$ cat config.mk
export PLATFORM = sky130hd
export DESIGN_NAME = gcd_share_arbiter
export DESIGN_NICKNAME = d
export VERILOG_FILES = /design/src/rtl/gcd_share_arbiter.sv
export SDC_FILE = /design/constraint.sdc
export NUM_CORES = 1
export LEC_CHECK = 0
export CORE_ASPECT_RATIO = 1.75
export CORE_MARGIN = 3
export CORE_UTILIZATION = 35
export DETAILED_ROUTE_END_ITERATION = 6
export HOLD_SLACK_MARGIN = 0.12
export PLACE_DENSITY = 0.71
export RECOVER_POWER = 25
export SYNTH_ARGS = -nofsm -noshare
export SYNTH_HDL_FRONTEND = slang
export SYNTH_SLANG_ARGS = --single-unit
$ cat constraint.sdc
create_clock -name clk -period 2.14 [get_ports clk]
set_input_delay 0.535 -clock clk [delete_from_list [all_inputs] [get_ports clk]]
set_output_delay 0.535 -clock clk [all_outputs]
set_load 0.01 [all_outputs]
$ cat src/rtl/gcd_share_arbiter.sv
// Round-robin front end that shares one subtractive GCD engine between N
// requesters. Zero operands are answered locally because the subtractive
// loop never terminates on 0; a watchdog bounds the wait for a hung engine.
//
// state    | meaning
// ---------+--------------------------------------------------------------
// S_IDLE   | no transaction; pick next requester round-robin from ptr
// S_START  | one-cycle start pulse to the engine
// S_LOAD_A | operand A on the serial bus
// S_LOAD_B | operand B on the serial bus, watchdog cleared
// S_WAIT   | waiting for eng_done, watchdog counting
// S_RESP   | one-cycle response to the granted requester, advance ptr
module gcd_share_arbiter #(
    parameter int N       = 4,
    parameter int W       = 16,
    parameter int TIMEOUT = 1024
) (
    input  logic           clk,
    input  logic           rst_n,
    input  logic [N-1:0]   req,
    input  logic [N*W-1:0] req_a,
    input  logic [N*W-1:0] req_b,
    output logic [N-1:0]   resp_valid,
    output logic [W-1:0]   resp_gcd,
    output logic           resp_err,
    output logic           busy,
    output logic           eng_start,
    output logic [W-1:0]   eng_data,
    input  logic           eng_done,
    input  logic [W-1:0]   eng_result
);

    localparam int IW = (N > 1) ? $clog2(N) : 1;
    localparam int CW = $clog2(TIMEOUT + 1);

    typedef enum logic [2:0] {
        S_IDLE,
        S_START,
        S_LOAD_A,
        S_LOAD_B,
        S_WAIT,
        S_RESP
    } state_t;

    state_t        state;
    state_t        state_nxt;
    logic [IW-1:0] ptr;
    logic [IW-1:0] idx;
    logic [W-1:0]  a_q;
    logic [W-1:0]  b_q;
    logic [W-1:0]  result_q;
    logic          err_q;
    logic [CW-1:0] wdog;

    logic          grant_vld;
    logic [IW-1:0] grant_idx;
    logic [W-1:0]  grant_a;
    logic [W-1:0]  grant_b;
    logic          grant_bypass;
    logic          wdog_expired;

    // Round-robin search: first requester at or above ptr, wrapping past N-1.
    always_comb begin
        logic [IW:0] cand;
        grant_vld = 1'b0;
        grant_idx = '0;
        cand      = '0;
        for (int k = 0; k < N; k++) begin
            cand = {1'b0, ptr} + (IW+1)'(k);
            if (cand >= (IW+1)'(N)) begin
                cand = cand - (IW+1)'(N);
            end
            if (!grant_vld && req[cand[IW-1:0]]) begin
                grant_vld = 1'b1;
                grant_idx = cand[IW-1:0];
            end
        end
    end

    // Operand mux for the winning requester, plus the zero-operand bypass test.
    always_comb begin
        grant_a = '0;
        grant_b = '0;
        for (int k = 0; k < N; k++) begin
            if (grant_idx == IW'(k)) begin
                grant_a = req_a[k*W +: W];
                grant_b = req_b[k*W +: W];
            end
        end
        grant_bypass = (grant_a == '0) || (grant_b == '0);
    end

    assign wdog_expired = (wdog == CW'(TIMEOUT - 1));

    // State register.
    always_ff @(posedge clk or negedge rst_n) begin
        if (!rst_n) begin
            state <= S_IDLE;
        end else begin
            state <= state_nxt;
        end
    end

    // Next-state logic; eng_done wins over a watchdog expiry in the same cycle.
    always_comb begin
        state_nxt = state;
        case (state)
            S_IDLE: begin
                if (grant_vld) begin
                    state_nxt = grant_bypass ? S_RESP : S_START;
                end
            end
            S_START:  state_nxt = S_LOAD_A;
            S_LOAD_A: state_nxt = S_LOAD_B;
            S_LOAD_B: state_nxt = S_WAIT;
            S_WAIT: begin
                if (eng_done || wdog_expired) begin
                    state_nxt = S_RESP;
                end
            end
            S_RESP:   state_nxt = S_IDLE;
            default:  state_nxt = S_IDLE;
        endcase
    end

    // Transaction registers: grant capture, result/error capture, watchdog, RR pointer.
    always_ff @(posedge clk or negedge rst_n) begin
        if (!rst_n) begin
            ptr      <= '0;
            idx      <= '0;
            a_q      <= '0;
            b_q      <= '0;
            result_q <= '0;
            err_q    <= 1'b0;
            wdog     <= '0;
        end else begin
            case (state)
                S_IDLE: begin
                    if (grant_vld) begin
                        idx      <= grant_idx;
                        a_q      <= grant_a;
                        b_q      <= grant_b;
                        // gcd(x,0)=x and gcd(0,0)=0; overwritten on the engine path
                        result_q <= grant_a | grant_b;
                        err_q    <= 1'b0;
                    end
                end
                S_LOAD_B: begin
                    wdog <= '0;
                end
                S_WAIT: begin
                    wdog <= wdog + CW'(1);
                    if (eng_done) begin
                        result_q <= eng_result;
                        err_q    <= 1'b0;
                    end else if (wdog_expired) begin
                        result_q <= '0;
                        err_q    <= 1'b1;
                    end
                end
                S_RESP: begin
                    ptr <= (idx == IW'(N - 1)) ? '0 : idx + IW'(1);
                end
                default: begin
                end
            endcase
        end
    end

    // Moore outputs decoded from the current state.
    always_comb begin
        resp_valid = '0;
        resp_gcd   = '0;
        resp_err   = 1'b0;
        busy       = (state != S_IDLE);
        eng_start  = 1'b0;
        eng_data   = '0;
        case (state)
            S_START:  eng_start = 1'b1;
            S_LOAD_A: eng_data  = a_q;
            S_LOAD_B: eng_data  = b_q;
            S_RESP: begin
                for (int k = 0; k < N; k++) begin
                    resp_valid[k] = (idx == IW'(k));
                end
                resp_gcd = result_q;
                resp_err = err_q;
            end
            default: begin
            end
        endcase
    end

endmodule

# --- Word-level counts from Yosys, hierarchy flattened ---
# Index checks and enable logic that the tools add are counted.
word_totals:
  reg_bits: 67
  inputBits: 151
  output_inout_bits: 39
  word_cells: 107
op_classes:
  add_sub_neg: 9
  magnitude_cmp: 8
  eq_ne: 15
  n_mux: 47
  bitwise: 1
  n_reduce_logical: 19
ops:
  columns: ["op", "n"]
  rows:
  - ["$mux 16", 12]
  - ["$pmux 16 s2", 2]
  - ["$logic_not 16->1", 2]
  - ["$pmux 11 s2", 1]
  - ["$mux 2", 9]
  - ["$or 16x16->16", 1]
  - ["$pmux 3 s5", 1]
  - ["$mux 1", 13]
  - ["$lt 2x3->1 const B", 4]
  - ["$add 11x1->11 const B", 1]
  - ["$eq 11x10->1 const B", 1]
  - ["$ge 3x3->1 const B", 3]
  - ["$mux 3", 3]
  - ["$bmux 1 s2", 4]
  - ["$eq 2x2->1 const B", 4]
  - ["$sub 2x1->2 const B", 4]
  - ["$add 2x2->3 const B", 2]
  - ["$eq 3x2->1 const B", 2]
  - ["$eq 3x3->1 const B", 2]
  - ["$eq 2x1->1 const B", 2]
  - ["$logic_not 2->1", 2]
  - ["$mux 4", 1]
  - ["$ne 2x2->1 const B", 2]
  - ["$reduce_and 2->1", 2]
  - ["13 further kinds", 19]

# --- Logic depth before layout (Yosys ltp) ---
# Gate-level depths: netlist of the first run.
logic_depth:
  ltp_word: 24
  mapped_depth: 11
  depth_no_buf: 9

# --- Worst setup path before layout of the first run ---
# OpenSTA, ideal clock, no wires.
synth_path:
  path_kind: "input port to flip-flop"
  start: "in req[2]"
  end: "reg state[2]"
  setup_ps: 136
  t_arrival_ps: 2082
  t_required_ps: 2004
  path_slack_ps: -78
  path_stages: 9
  cell_sequence: "inv_1 o22ai_1 a211oi_4 buf_4 mux2_2 nand2_1 and4bb_1 a31oi_1 o21ai_1"
synth_between:
  elab_chain_cells: 22
  word_cells_on_any_way: 42
  classes_between: "eq/ne: 4; mux: 27; reduce/logical: 11"
synth_lines:
  columns: ["element", "line_no", "text"]
  rows:
  - ["from (decl)", "20", "input logic [N-1:0] req,"]
  - ["$bmux 1 s2", "73", "if (!grant_vld && req[cand[IW-1:0]]) begin"]
  - ["$mux 1 (not written as such)", "73", null]
  - ["$mux 1", "73", null]
  - ["$logic_not 1->1", "73", null]
  - ["$logic_and 1x1->1", "73", null]
  - ["$mux 1", "73", null]
  - ["$logic_not 1->1", "73", null]
  - ["$logic_and 1x1->1", "73", null]
  - ["[3 not listed]", null, null]
  - ["$mux 2", "73", null]
  - ["$logic_not 2->1", "85", "if (grant_idx == IW'(k)) begin"]
  - ["$mux 16 (4 in a row)", "85", null]
  - ["$logic_not 16->1", "90", "grant_bypass = (grant_a == '0) || (grant_b == '0);"]
  - ["$logic_or 1x1->1", "90", null]
  - ["$mux 3", "110", "state_nxt = grant_bypass ? S_RESP : S_START;"]
  - ["$mux 3", "109", "if (grant_vld) begin"]
  - ["$pmux 3 s5", "107", "case (state)"]
  - ["to (signal assigned)", "100", "state <= state_nxt;"]
  - ["to (decl)", "45", "state_t state;"]
# Parallel ways exist; a longest one is shown, timed or not. The select of a mux whose other input is x is not followed.
# A chain may end at the register's enable or synchronous reset.

# --- Worst setup path after layout of the first run ---
layout_path:
  start: "reg ptr[1]"
  end: "reg state[2]"
layout_between:
  elab_chain_cells: 24
  word_cells_on_any_way: 57
  classes_between: "add/sub: 7; order compare: 4; eq/ne: 4; mux: 31; reduce/logical: 11"
layout_lines:
  columns: ["element", "line_no", "text"]
  rows:
  - ["from (decl)", "47", "logic [IW-1:0] ptr;"]
  - ["from (signal assigned)", "162", "ptr <= (idx == IW'(N - 1)) ? '0 : idx + IW'(1);"]
  - ["branches (longest 24 deep; another with $add 2x1->3)", null, null]
# Parallel ways; which one is timed is not known. The select of a mux whose other input is x is not followed.

==> metrics.log, run 1 <==
[metrics] Compound-Gate Fraction of Synth Area: 19.2%
[metrics] Worst setup EP type: flop
[metrics] Peak supply drop: 0.653 mV
[metrics] final count of negative-setup-slack endpoints: 33
[metrics] Num CTS Buffers: 9
[metrics] total DRC errors in the routed layout: 0
[metrics] Design Power: 9810 uW
[metrics] largest family of logic cells by synthesized area: multiplexers
[metrics] Iteration-0 DRC Markers: 446
[metrics] fraction of registers with async set or reset after synthesis: 100%
[metrics] period utilisation layout: 116%
[metrics] insertion delay to the later sink of the worst-skew pair: 0.33 ns
[metrics] instance count of the mapped netlist: 470
[metrics] clock slew at reported path FFs: 0.05 ns
[metrics] most area-consuming cells after synthesis: dfrtp_1, mux2i_1, mux2_2
[metrics] mean cell area of the mapped netlist: 9.23 sq um
[metrics] internal power component: 6020 uW
[metrics] slew at the pin with the worst max-slew slack: 1.68 ns
[metrics] area overhead of the layout relative to synthesis: 81.0%
[metrics] net count of the mapped netlist: 626
[metrics] r2r startpoint: ptr[1]
[metrics] number of cells on the worst reg-to-reg path: 12
[metrics] routed length per instance: 20.0 um
[metrics] die area: 13800 sq um
[metrics] Final Worst Setup Slack: -0.333 ns
[metrics] critical path class: flop to flop
[metrics] die height: 153 um
[metrics] cell area after placement: 6770 sq um
[metrics] Root Buffer: clkbuf_16
[metrics] number of warning messages in the yosys log: 0
[metrics] setup total negative slack: -2.76 ns
[metrics] adder-cell area share of the yosys netlist: 1.44%
[metrics] min-delay worst type: flop to flop
[metrics] share of the synthesized area in the top cell type: 38.6%
[metrics] end of the worst register-to-register path: state[2]
[metrics] # placed instances: 847
[metrics] core outline area: 12100 sq um
[metrics] Main synth FF type: dfrtp_1
[metrics] reported max-cap violation count: 1
[metrics] switching power summed over all nets: 3790 uW
[metrics] post-synthesis share of cell area spent on xor and xnor gates: 0%
[metrics] final RePlAce weighted congestion: 0.868
[metrics] pin count of the biggest net entering global routing: 68
[metrics] most common cell in the synthesized netlist: nand2_1
[metrics] post-DP HPWL: 12.1 mm
[metrics] basic-gate share of the synthesized area counting and, or, nand and nor cells: 14.6%
[metrics] number of flip-flops and latches in the synthesized netlist: 67
[metrics] CTS tree: done
[metrics] H-tree Lvls: 3
[metrics] Cell variety after synth: 42
[metrics] fraction of final layout cells with drive strength greater than 1: 30.7%
[metrics] shortest period the worst path allows: 2.47 ns
[metrics] total wire length after detailed routing: 18.0 mm
[metrics] starting utilization of the core area: 36.0%
[metrics] peak clock frequency supported by timing: 404 MHz
[metrics] via density per instance: 5.40
[metrics] hold path startpoint: b_q[15]
[metrics] clock tree sinks: 67
[metrics] Clk pwr share: 15.0%
[metrics] Comb pwr share: 62.8%
[metrics] Worst R2R Setup Slack: -0.33 ns
[metrics] violated checks: capacitance limit, slew limit, setup timing
[metrics] number of vias after detailed routing: 4868
[metrics] antenna-violating nets left: 0
[metrics] Hold Path Depth: 2
[metrics] number of nets in the final layout: 888
[metrics] number of optimization iterations in the first detailed-route pass: 7
[metrics] total global routing overflow: 0
[metrics] number of I/O pins: 190
[metrics] Total GRT Usage: 24.5%
[metrics] global-route wire length before repair: 27.0 mm
[metrics] Final Instance Area: 7860 sq um
[metrics] Pleak: 0.00361 uW
[metrics] Crit Path Max Fanout: 8
[metrics] most area-hungry cell type in the Yosys netlist: dfrtp_1
[metrics] number of standard-cell rows in the floorplan: 53
[metrics] non-filler instance count after layout: 902
[metrics] fraction of the yosys area taken by sequential cells: 38.6%
[metrics] number of I/O port buffers: 189
[metrics] vias in the first global route: 5018
[metrics] data required time at the worst endpoint: 2.39 ns
[metrics] Critical Path Start Type: flop
[metrics] relative max-transition margin: -11.9%
[metrics] Max clock buf depth: 2
[metrics] Worst Hold Endpoint: b_q[15]
[metrics] portion of netlist area occupied by mux cells: 21.5%
[metrics] final worst clock skew: 0.00501 ns
[metrics] arrival time reported for the critical path endpoint: 2.72 ns
[metrics] final number of max-transition violations: 68
[metrics] outcome: complete, but fails checks
[metrics] die width: 90.2 um
[metrics] unrepaired setup endpoints after global routing: true
[metrics] cell types with the highest counts after synthesis: nand2_1, dfrtp_1, mux2i_1
[metrics] netlist area before placement: 4340 sq um
[metrics] initial antenna violation count: 1
[metrics] sequential power share: 22.2%
[metrics] number of enable-type register cells in the synthesized netlist: 0
[metrics] Layout Utilization: 65.1%
[metrics] Power Dens Cells: 1250 nW/um^2
[metrics] number of endpoints with negative hold slack in the final report: 0
[metrics] Net Sw Frac: 38.7%
-- state kept, by name (all words and copies together) (netlist names) --
signal    flops
a_q          16
b_q          16
result_q     16
wdog         11
state         3
idx           2
ptr           2
err_q         1
-- layout make-up --
class,count,area (sq um)
well taps,165,206
repair buffers,286,2830
clock buffers,13,260
multi-input cells,363,2820
fillers,933,4210
flip-flops and latches,67,1680
inverters,5,18.8
clock inverters,2,35.0
diodes,1,2.50
-- cells in the final DEF (no fill, tap or decap), types with 2 or more instances in the layout --
master             n
buf_2             13
buf_16             4
buf_8              6
clkbuf_16         10
mux2_2            14
a21oi_4            9
a21oi_2            7
buf_6             40
nand3_1            4
and4_1             2
mux2i_2            3
ha_1               5
mux2i_1           50
a21oi_1            3
clkdlybuf4s15_1    5
o21ai_0           39
o21ai_1           24
o31ai_1            2
and3b_2            2
mux2_1             3
a31oi_1           19
nor2_1             7
and3_1             2
clkbuf_8           2
clkbuf_2          20
dfrtp_1           66
nand2_1           71
nand4_1            7
buf_12             8
clkbuf_1           2
o21ai_4            5
nor3b_4            2
buf_4             44
clkdlybuf4s50_1  145
a22o_1            17
o21ai_2            4
and2_1            21
o211ai_1           2
mux2_4            18
inv_1              4
-- per-layer routing --
metal | global-route usage (%) | wire length, um | vias to the layer above | share of wire, %
met5 | 0 | 0 | - | 0
met4 | 11.6 | 891 | 0 | 4.9
met1 | 26.5 | 6230 | 2351 | 35
met2 | 44.4 | 9680 | 234 | 54
met3 | 6.11 | 1230 | 51 | 6.8
li1 | - | - | 2232 | -
-- logic make-up after synthesis --
family / Yosys count
buffers and inverters: 40
and+or+nand+nor: 130
AOI/OAI and AO/OA: 139
muxes: 89
adders and majority gates: 5
DFF: 67
-- worst max-delay path by stage --
| stage | from | endpoint | slack, ns |
|---|---|---|---|
| final | ptr[1] | state[2] | -0.33 |
| after global routing | ptr[1] | state[2] | -0.45 |
| after CTS | ptr[1] | state[2] | -0.22 |
| after detailed placement | req[0] | state[2] | -0.82 |
| after global placement | req[0] | result_q[13] | -0.72 |
| after floorplan | req[0] | state[2] | 0.01 |
-- critical path, cell delays in order (launching register included) --
cell and delay [ns]:
dfrtp_1 0.40, a21o_1 0.22, a21oi_4 0.16, o21bai_4 0.11, buf_12 0.15, buf_12 0.14
buf_8 0.13, mux2i_1 0.19, mux2_4 0.22, nand4_1 0.12, nor4_2 0.30, a31oi_1 0.09
o21ai_1 0.15
-- power by group through the flow --
stage                     clock network, uW  registers (uW)  logic [uW]
after floorplan                           0            2080        2600
after global placement                    0            2150        4460
after detailed placement                  0            2170        4550
after CTS                              1490            2160        5540
after global routing                   1550            2240        6580
final                                  1480            2180        6160
-- metrics by stage --
step / setup slack [ns] / hold slack (ns)
3_5_place_dp: -0.816 / 0.470
6_report: -0.333 / 0.481
2_1_floorplan: 0.0109 / 0.239
4_1_cts: -0.220 / 0.238
5_1_grt: -0.450 / 0.502
3_3_place_gp: -0.725 / 0.463
-- repair_timing --
action,4_1_cts,5_1_grt
gates resized for setup,205,89
setup endpoints to repair,88,67
setup buffers,22,15
hold endpoints to repair,0,0
hold buffers,0,0
pin swaps,33,31
gates cloned,6,1
(Power assumes the default switching activity.)
==> inputs of run 2 (changes only) <==
ABC_CLOCK_PERIOD_IN_PS = 2140   (was default)
CORE_ASPECT_RATIO = 1.25   (was 1.75)
CORE_UTILIZATION = 39   (was 35)
PLACE_DENSITY = 0.78   (was 0.71)
==> metrics.log, run 2 (same netlist as run 1, synthesis figures left out) <==
[metrics] Pleak: 0.00382 uW (+5.7%)
[metrics] outcome: complete, but fails checks
[metrics] data required time at the worst endpoint: 2.38 ns (about the same)
[metrics] internal power component: 6200 uW (+3.0%)
[metrics] die area: 12400 sq um (-10%)
[metrics] CTS tree: done
[metrics] Crit Path Max Fanout: 10 (+2)
[metrics] insertion delay to the later sink of the worst-skew pair: 0.33 ns (about the same)
[metrics] Net Sw Frac: 42.8% (+4.1 points)
[metrics] sequential power share: 20.9% (-1.3 points)
[metrics] commonest non-fill, non-tap cell in the layout: clkdlybuf4s50_1
[metrics] Worst setup EP type: flop
[metrics] combined area of the multi-input logic cells: 3020 sq um (+6.9%)
[metrics] number of I/O port buffers: 189 (unchanged)
[metrics] peak clock frequency supported by timing: 326 MHz (-19%)
[metrics] reported max-cap violation count: 1 (unchanged)
[metrics] area overhead of the layout relative to synthesis: 90.0%
[metrics] most frequent cells in the layout: clkdlybuf4s50_1, nand2_1, buf_4
[metrics] number of endpoints with negative hold slack in the final report: 0 (unchanged)
[metrics] core outline area: 10700 sq um (-11%)
[metrics] critical path class: flop to flop
[metrics] number of vias after detailed routing: 5682 (+17%)
[metrics] Iteration-0 DRC Markers: 621 (+39%)
[metrics] vias in the first global route: 5230 (+4.2%)
[metrics] Root Buffer: clkbuf_16
[metrics] Final Instance Area: 8240 sq um (+5.0%)
[metrics] final count of negative-setup-slack endpoints: 56 (+70%)
[metrics] global-route wire length before repair: 29.5 mm (+9.2%)
[metrics] clock tree sinks: 67 (unchanged)
[metrics] Comb pwr share: 66.5% (+3.7 points)
[metrics] final RePlAce weighted congestion: 0.976 (+12%)
[metrics] Post-CTS Hold Fix Bufs: 0 (unchanged)
[metrics] clock slew at reported path FFs: 0.06 ns (about the same)
[metrics] number of I/O pins: 190 (unchanged)
[metrics] total global routing overflow: 0 (unchanged)
[metrics] final worst clock skew: 0.00641 ns (+0.00141 ns)
[metrics] chain of cells forming the critical path: nand2b_4 -> a21oi_2 -> o21bai_4 -> buf_6 -> buf_12 -> mux2i_1 -> mux2_4 -> nand4_1 -> nor4_2 -> a31oi_2 -> o21ai_1
[metrics] slew at the pin with the worst max-slew slack: 1.54 ns (-0.136 ns)
[metrics] Peak supply drop: 0.746 mV (+14%)
[metrics] storage element area: 1680 sq um (unchanged)
[metrics] min-delay worst type: flop to flop
[metrics] antenna-violating nets left: 0 (unchanged)
[metrics] starting utilization of the core area: 40.5% (+4.5 points)
[metrics] H-tree Lvls: 3 (unchanged)
[metrics] die width: 100 um (+11%)
[metrics] Num CTS Buffers: 9 (unchanged)
[metrics] Final Worst Setup Slack: -0.925 ns (-0.591 ns)
[metrics] total of fill cells in the finished design: 618 (-34%)
[metrics] Hold Path Depth: 1 (-1)
[metrics] total wire length after detailed routing: 24.8 mm (+38%)
[metrics] die height: 124 um (-19%)
[metrics] number of optimization iterations in the first detailed-route pass: 6 (-1)
[metrics] number of cells on the worst reg-to-reg path: 11 (-1)
[metrics] pin count of the biggest net entering global routing: 65 (-4.4%)
[metrics] Critical Path Start Type: flop
[metrics] non-filler instance count after layout: 900 (-0.22%)
[metrics] initial antenna violation count: 1 (unchanged)
[metrics] relative max-transition margin: -2.87% (+9.1 points)
[metrics] # placed instances: 822 (-3.0%)
[metrics] smallest hold slack: 0.489 ns (+0.00823 ns)
[metrics] via density per instance: 6.31 (+17%)
[metrics] Clk pwr share: 12.7% (-2.3 points)
[metrics] switching power summed over all nets: 4640 uW (+22%)
[metrics] highest-delay cell along the critical path: nor4_2
[metrics] routed length per instance: 27.6 um (+38%)
[metrics] biggest registers after layout: a_q x16, b_q x16, result_q x16
[metrics] pre-CTS worst setup slack: -0.895 ns (-0.0787 ns)
[metrics] final number of max-transition violations: 28 (-59%)
[metrics] number of nets in the final layout: 918 (+3.4%)
[metrics] Max clock buf depth: 2 (unchanged)
[metrics] slowest stage delay, CP: 0.76 ns (+0.36 ns)
[metrics] total DRC errors in the routed layout: 0 (unchanged)
[metrics] unrepaired setup endpoints after global routing: true
[metrics] period utilisation layout: 143% (+28 points)
[metrics] arrival time reported for the critical path endpoint: 3.31 ns (+0.59 ns)
[metrics] Total GRT Usage: 31.4% (+6.9 points)
[metrics] post-DP HPWL: 13.2 mm (+9.3%)
[metrics] shortest period the worst path allows: 3.06 ns (+0.591 ns)
[metrics] violated checks: capacitance limit, slew limit, setup timing
[metrics] Power Dens Cells: 1310 nW/um^2 (+5.3%)
[metrics] number of standard-cell rows in the floorplan: 42 (-21%)
[metrics] cell area after placement: 6840 sq um (+1.0%)
[metrics] Design Power: 10800 uW (+10%)
[metrics] fraction of final layout cells with drive strength greater than 1: 39.1% (+8.4 points)
[run 2: cell types whose count changed in the layout (fill, tap and decap cells not counted), sizes merged]
cell | previous run | this run
buf | 115 | 166
clkinvlp | 0 | 3
clkbuf | 34 | 15
bufinv | 1 | 0
clkdlybuf4s15 | 5 | 0
inv | 5 | 6
clkinv | 1 | 2
[run 2: cell type report]
class | instances | area share, %
clock inverters | 6 | 0.501
clock buffers | 10 | 2.78
inverters | 5 | 0.228
diodes | 1 | 0.0304
well taps | 132 | 2.00
multi-input cells | 363 | 36.6
repair buffers | 316 | 37.5
flip-flops and latches | 67 | 20.4
[run 2: path summary, 6_finish.rpt]
check / start / to / slack [ns]
min reg2reg: wdog[7] / wdog[7] / 0.49
min in group asynchronous: rst_n / wdog[2] / 0.58
max in group asynchronous: rst_n / a_q[13] / 0.28
max: ptr[0] / state[2] / -0.92
min: wdog[7] / wdog[7] / 0.49
max reg2reg: ptr[0] / state[2] / -0.92
[run 2: routing by layer]
metal,GRT usage (%),up-vias,part of all wire (%)
met4,18.4,0,9.0
met2,53.2,510,49
met1,36.3,2709,32
li1,-,2292,-
met3,7.11,171,10
met5,0,-,0
[run 2: through the flow]
stage | utilization, % | TNS [ns]
3_3_place_gp | 63.8 | -23.85
3_5_place_dp | 63.8 | -27.06
5_1_grt | 76.9 | -8.29
6_report | 76.9 | -5.83
4_1_cts | 72.1 | -1.72
2_1_floorplan | - | 0
[run 2: power by group through the flow]
stage	Sequential, uW	Clock [uW]	Combinational [uW]
2_1_floorplan	2080	0	2600
3_3_place_gp	2140	0	4650
3_5_place_dp	2170	0	4780
4_1_cts	2170	1340	5880
5_1_grt	2290	1430	7450
6_report	2260	1370	7200
[run 2: worst max-delay path, delay by kind of cell (launching register included)]
kind | cells | cell delay, ns
compound gates | 4 | 0.71
flops | 1 | 0.42
buf+inv | 2 | 0.30
mux | 2 | 0.50
simple gates | 3 | 1.04
[run 2: what timing repair did]
item | CTS | global route
endpoints found under the hold margin | 0 | 0
setup buffers | 38 | 28
resized for setup | 275 | 116
pin swaps | 31 | 53
cloned | 5 | 2
endpoints found under the setup margin | 86 | 78
==> inputs of run 3 (changes only) <==
PLACE_DENSITY = default   (was 0.78)
PLACE_DENSITY_LB_ADDON = 0.3   (was default)
==> metrics.log, run 3 (same netlist as run 1, synthesis figures left out) <==
[metrics] Power Dens Cells: 1260 nW/um^2 (-4.0%)
[metrics] data required time at the worst endpoint: 2.39 ns (about the same)
[metrics] Critical Path Start Type: flop
[metrics] clock slew at reported path FFs: 0.06 ns (about the same)
[metrics] slew at the pin with the worst max-slew slack: 1.64 ns (+0.0969 ns)
[metrics] Num CTS Buffers: 9 (unchanged)
[metrics] non-filler instance count after layout: 858 (-4.7%)
[metrics] Peak supply drop: 0.654 mV (-12%)
[metrics] via density per instance: 5.73 (-9.3%)
[metrics] number of nets in the final layout: 877 (-4.5%)
[metrics] die area: 12400 sq um (unchanged)
[metrics] post-DP HPWL: 12.4 mm (-6.5%)
[metrics] smallest hold slack: 0.480 ns (-0.00908 ns)
[metrics] Final Worst Setup Slack: -0.362 ns (+0.563 ns)
[metrics] number of I/O port buffers: 189 (unchanged)
[metrics] # placed instances: 809 (-1.6%)
[metrics] critical path class: flop to flop
[metrics] Crit Path Max Fanout: 5 (-5)
[metrics] H-tree Lvls: 3 (unchanged)
[metrics] Final Instance Area: 7750 sq um (-6.0%)
[metrics] number of standard-cell rows in the floorplan: 42 (unchanged)
[metrics] die height: 124 um (unchanged)
[metrics] starting utilization of the core area: 40.5% (unchanged)
[metrics] min-delay worst type: flop to flop
[metrics] highest-delay cell along the critical path: nor4_2
[metrics] number of endpoints with negative hold slack in the final report: 0 (unchanged)
[metrics] total of fill cells in the finished design: 725 (+17%)
[metrics] pin count of the biggest net entering global routing: 68 (+4.6%)
[metrics] initial antenna violation count: 0 (-1)
[metrics] cell area after placement: 6740 sq um (-1.4%)
[metrics] pre-CTS worst setup slack: -0.893 ns (+0.00228 ns)
[metrics] slowest stage delay, CP: 0.44 ns (-0.32 ns)
[metrics] shortest period the worst path allows: 2.50 ns (-0.563 ns)
[metrics] diode count: 0 (-1)
[metrics] core outline area: 10700 sq um (unchanged)
[metrics] number of I/O pins: 190 (unchanged)
[metrics] Layout Utilization: 72.3% (-4.6 points)
[metrics] Root Buffer: clkbuf_16
[metrics] fraction of final layout cells with drive strength greater than 1: 32.8% (-6.3 points)
[metrics] Pleak: 0.00358 uW (-6.2%)
[metrics] most frequent cells in the layout: clkdlybuf4s50_1, nand2_1, dfrtp_1
[metrics] number of vias after detailed routing: 4915 (-13%)
[metrics] final number of max-transition violations: 68 (+140%)
[metrics] final worst clock skew: 0.00676 ns (+0.000341 ns)
[metrics] Total GRT Usage: 29.2% (-2.3 points)
[metrics] biggest registers after layout: a_q x16, b_q x16, result_q x16
[metrics] period utilisation layout: 117% (-26 points)
[metrics] peak clock frequency supported by timing: 400 MHz (+22%)
[metrics] total wire length after detailed routing: 19.5 mm (-22%)
[metrics] antenna-violating nets left: 0 (unchanged)
[metrics] unrepaired setup endpoints after global routing: true
[metrics] global-route wire length before repair: 27.5 mm (-6.8%)
[metrics] outcome: complete, but fails checks
[metrics] die width: 100 um (unchanged)
[metrics] number of optimization iterations in the first detailed-route pass: 5 (-1)
[metrics] insertion delay to the later sink of the worst-skew pair: 0.33 ns (about the same)
[metrics] total DRC errors in the routed layout: 0 (unchanged)
[metrics] CTS tree: done
[metrics] Max clock buf depth: 2 (unchanged)
[metrics] final RePlAce weighted congestion: 0.856 (-12%)
[metrics] Worst setup EP type: flop
[metrics] vias in the first global route: 5271 (+0.78%)
[metrics] routed length per instance: 22.7 um (-18%)
[metrics] arrival time reported for the critical path endpoint: 2.75 ns (-0.56 ns)
[metrics] chain of cells forming the critical path: nand2b_4 -> a21oi_2 -> o21bai_4 -> buf_6 -> buf_16 -> mux2i_1 -> mux2_4 -> nand4_1 -> nor4_2 -> a31oi_2 -> o21ai_1
[metrics] Iteration-0 DRC Markers: 329 (-47%)
[metrics] total global routing overflow: 0 (unchanged)
[metrics] clock tree sinks: 67 (unchanged)
[metrics] final count of negative-setup-slack endpoints: 22 (-61%)
[metrics] violated checks: capacitance limit, slew limit, setup timing
[metrics] area overhead of the layout relative to synthesis: 78.5%
[metrics] Post-CTS Hold Fix Bufs: 0 (unchanged)
[metrics] commonest non-fill, non-tap cell in the layout: clkdlybuf4s50_1
[metrics] relative max-transition margin: -9.33% (-6.5 points)
[metrics] reported max-cap violation count: 1 (unchanged)
-- run 3: where the power goes --
group	leakage, uW	internal (uW)	switching, uW
Sequential	0.000831	1840	379
Combinational	0.00260	3090	2980
Clock	0.000145	933	565
Total	0.00358	5860	3920
-- run 3: worst max-delay path, delay by kind of cell (launching register included) --
family                 cells  cell delay, ns
AND/OR/NAND/NOR            3            0.71
AO/OA/AOI/OAI              4            0.51
multiplexers               2            0.51
flip-flops                 1            0.38
buffers and inverters      2            0.32
-- run 3: metrics by stage --
step	power (uW)	TNS [ns]
floorplan	4680	0
global placement	6640	-23.54
detailed placement	6790	-25.58
CTS	9290	-1.54
global route	10300	-4.14
finish	9780	-1.80
-- run 3: path summary, 6_finish.rpt --
| path | from | to | slack, ns | depth (start not counted) |
|---|---|---|---|---|
| max | ptr[0] | state[2] | -0.36 | 11 |
| min | b_q[1] | b_q[1] | 0.48 | 2 |
| max reg2reg | ptr[0] | state[2] | -0.36 | 11 |
| min reg2reg | b_q[1] | b_q[1] | 0.48 | 2 |
| max in group asynchronous | rst_n | state[2] | 0.33 | 2 |
| min in group asynchronous | rst_n | wdog[5] | 0.71 | 2 |
-- run 3: timing repair --
action | in CTS | in global routing
pin swaps | 30 | 29
gates cloned | 8 | 1
gates resized for setup | 247 | 66
setup endpoints to repair | 85 | 48
buffers inserted | 21 | 8
-- run 3: layout make-up --
type                            count  area (sq um)  share of cell area [%]
Tap cell                          132           165                    2.13
Inverter                            5          18.8                   0.242
Sequential cell                    67          1680                    21.7
Clock inverter                      6          63.8                   0.824
Clock buffer                       10           239                    3.08
Timing Repair Buffer              275          2670                    34.5
Multi-Input combinational cell    363          2910                    37.6
-- run 3: metal layers --
layer | GRT usage [%] | part of all wire, % | vias up
li1 | - | - | 2207
met3 | 8.91 | 9.9 | 43
met2 | 51.1 | 52 | 289
met5 | 0 | 0 | -
met1 | 32.5 | 35 | 2376
met4 | 12.8 | 3.2 | 0
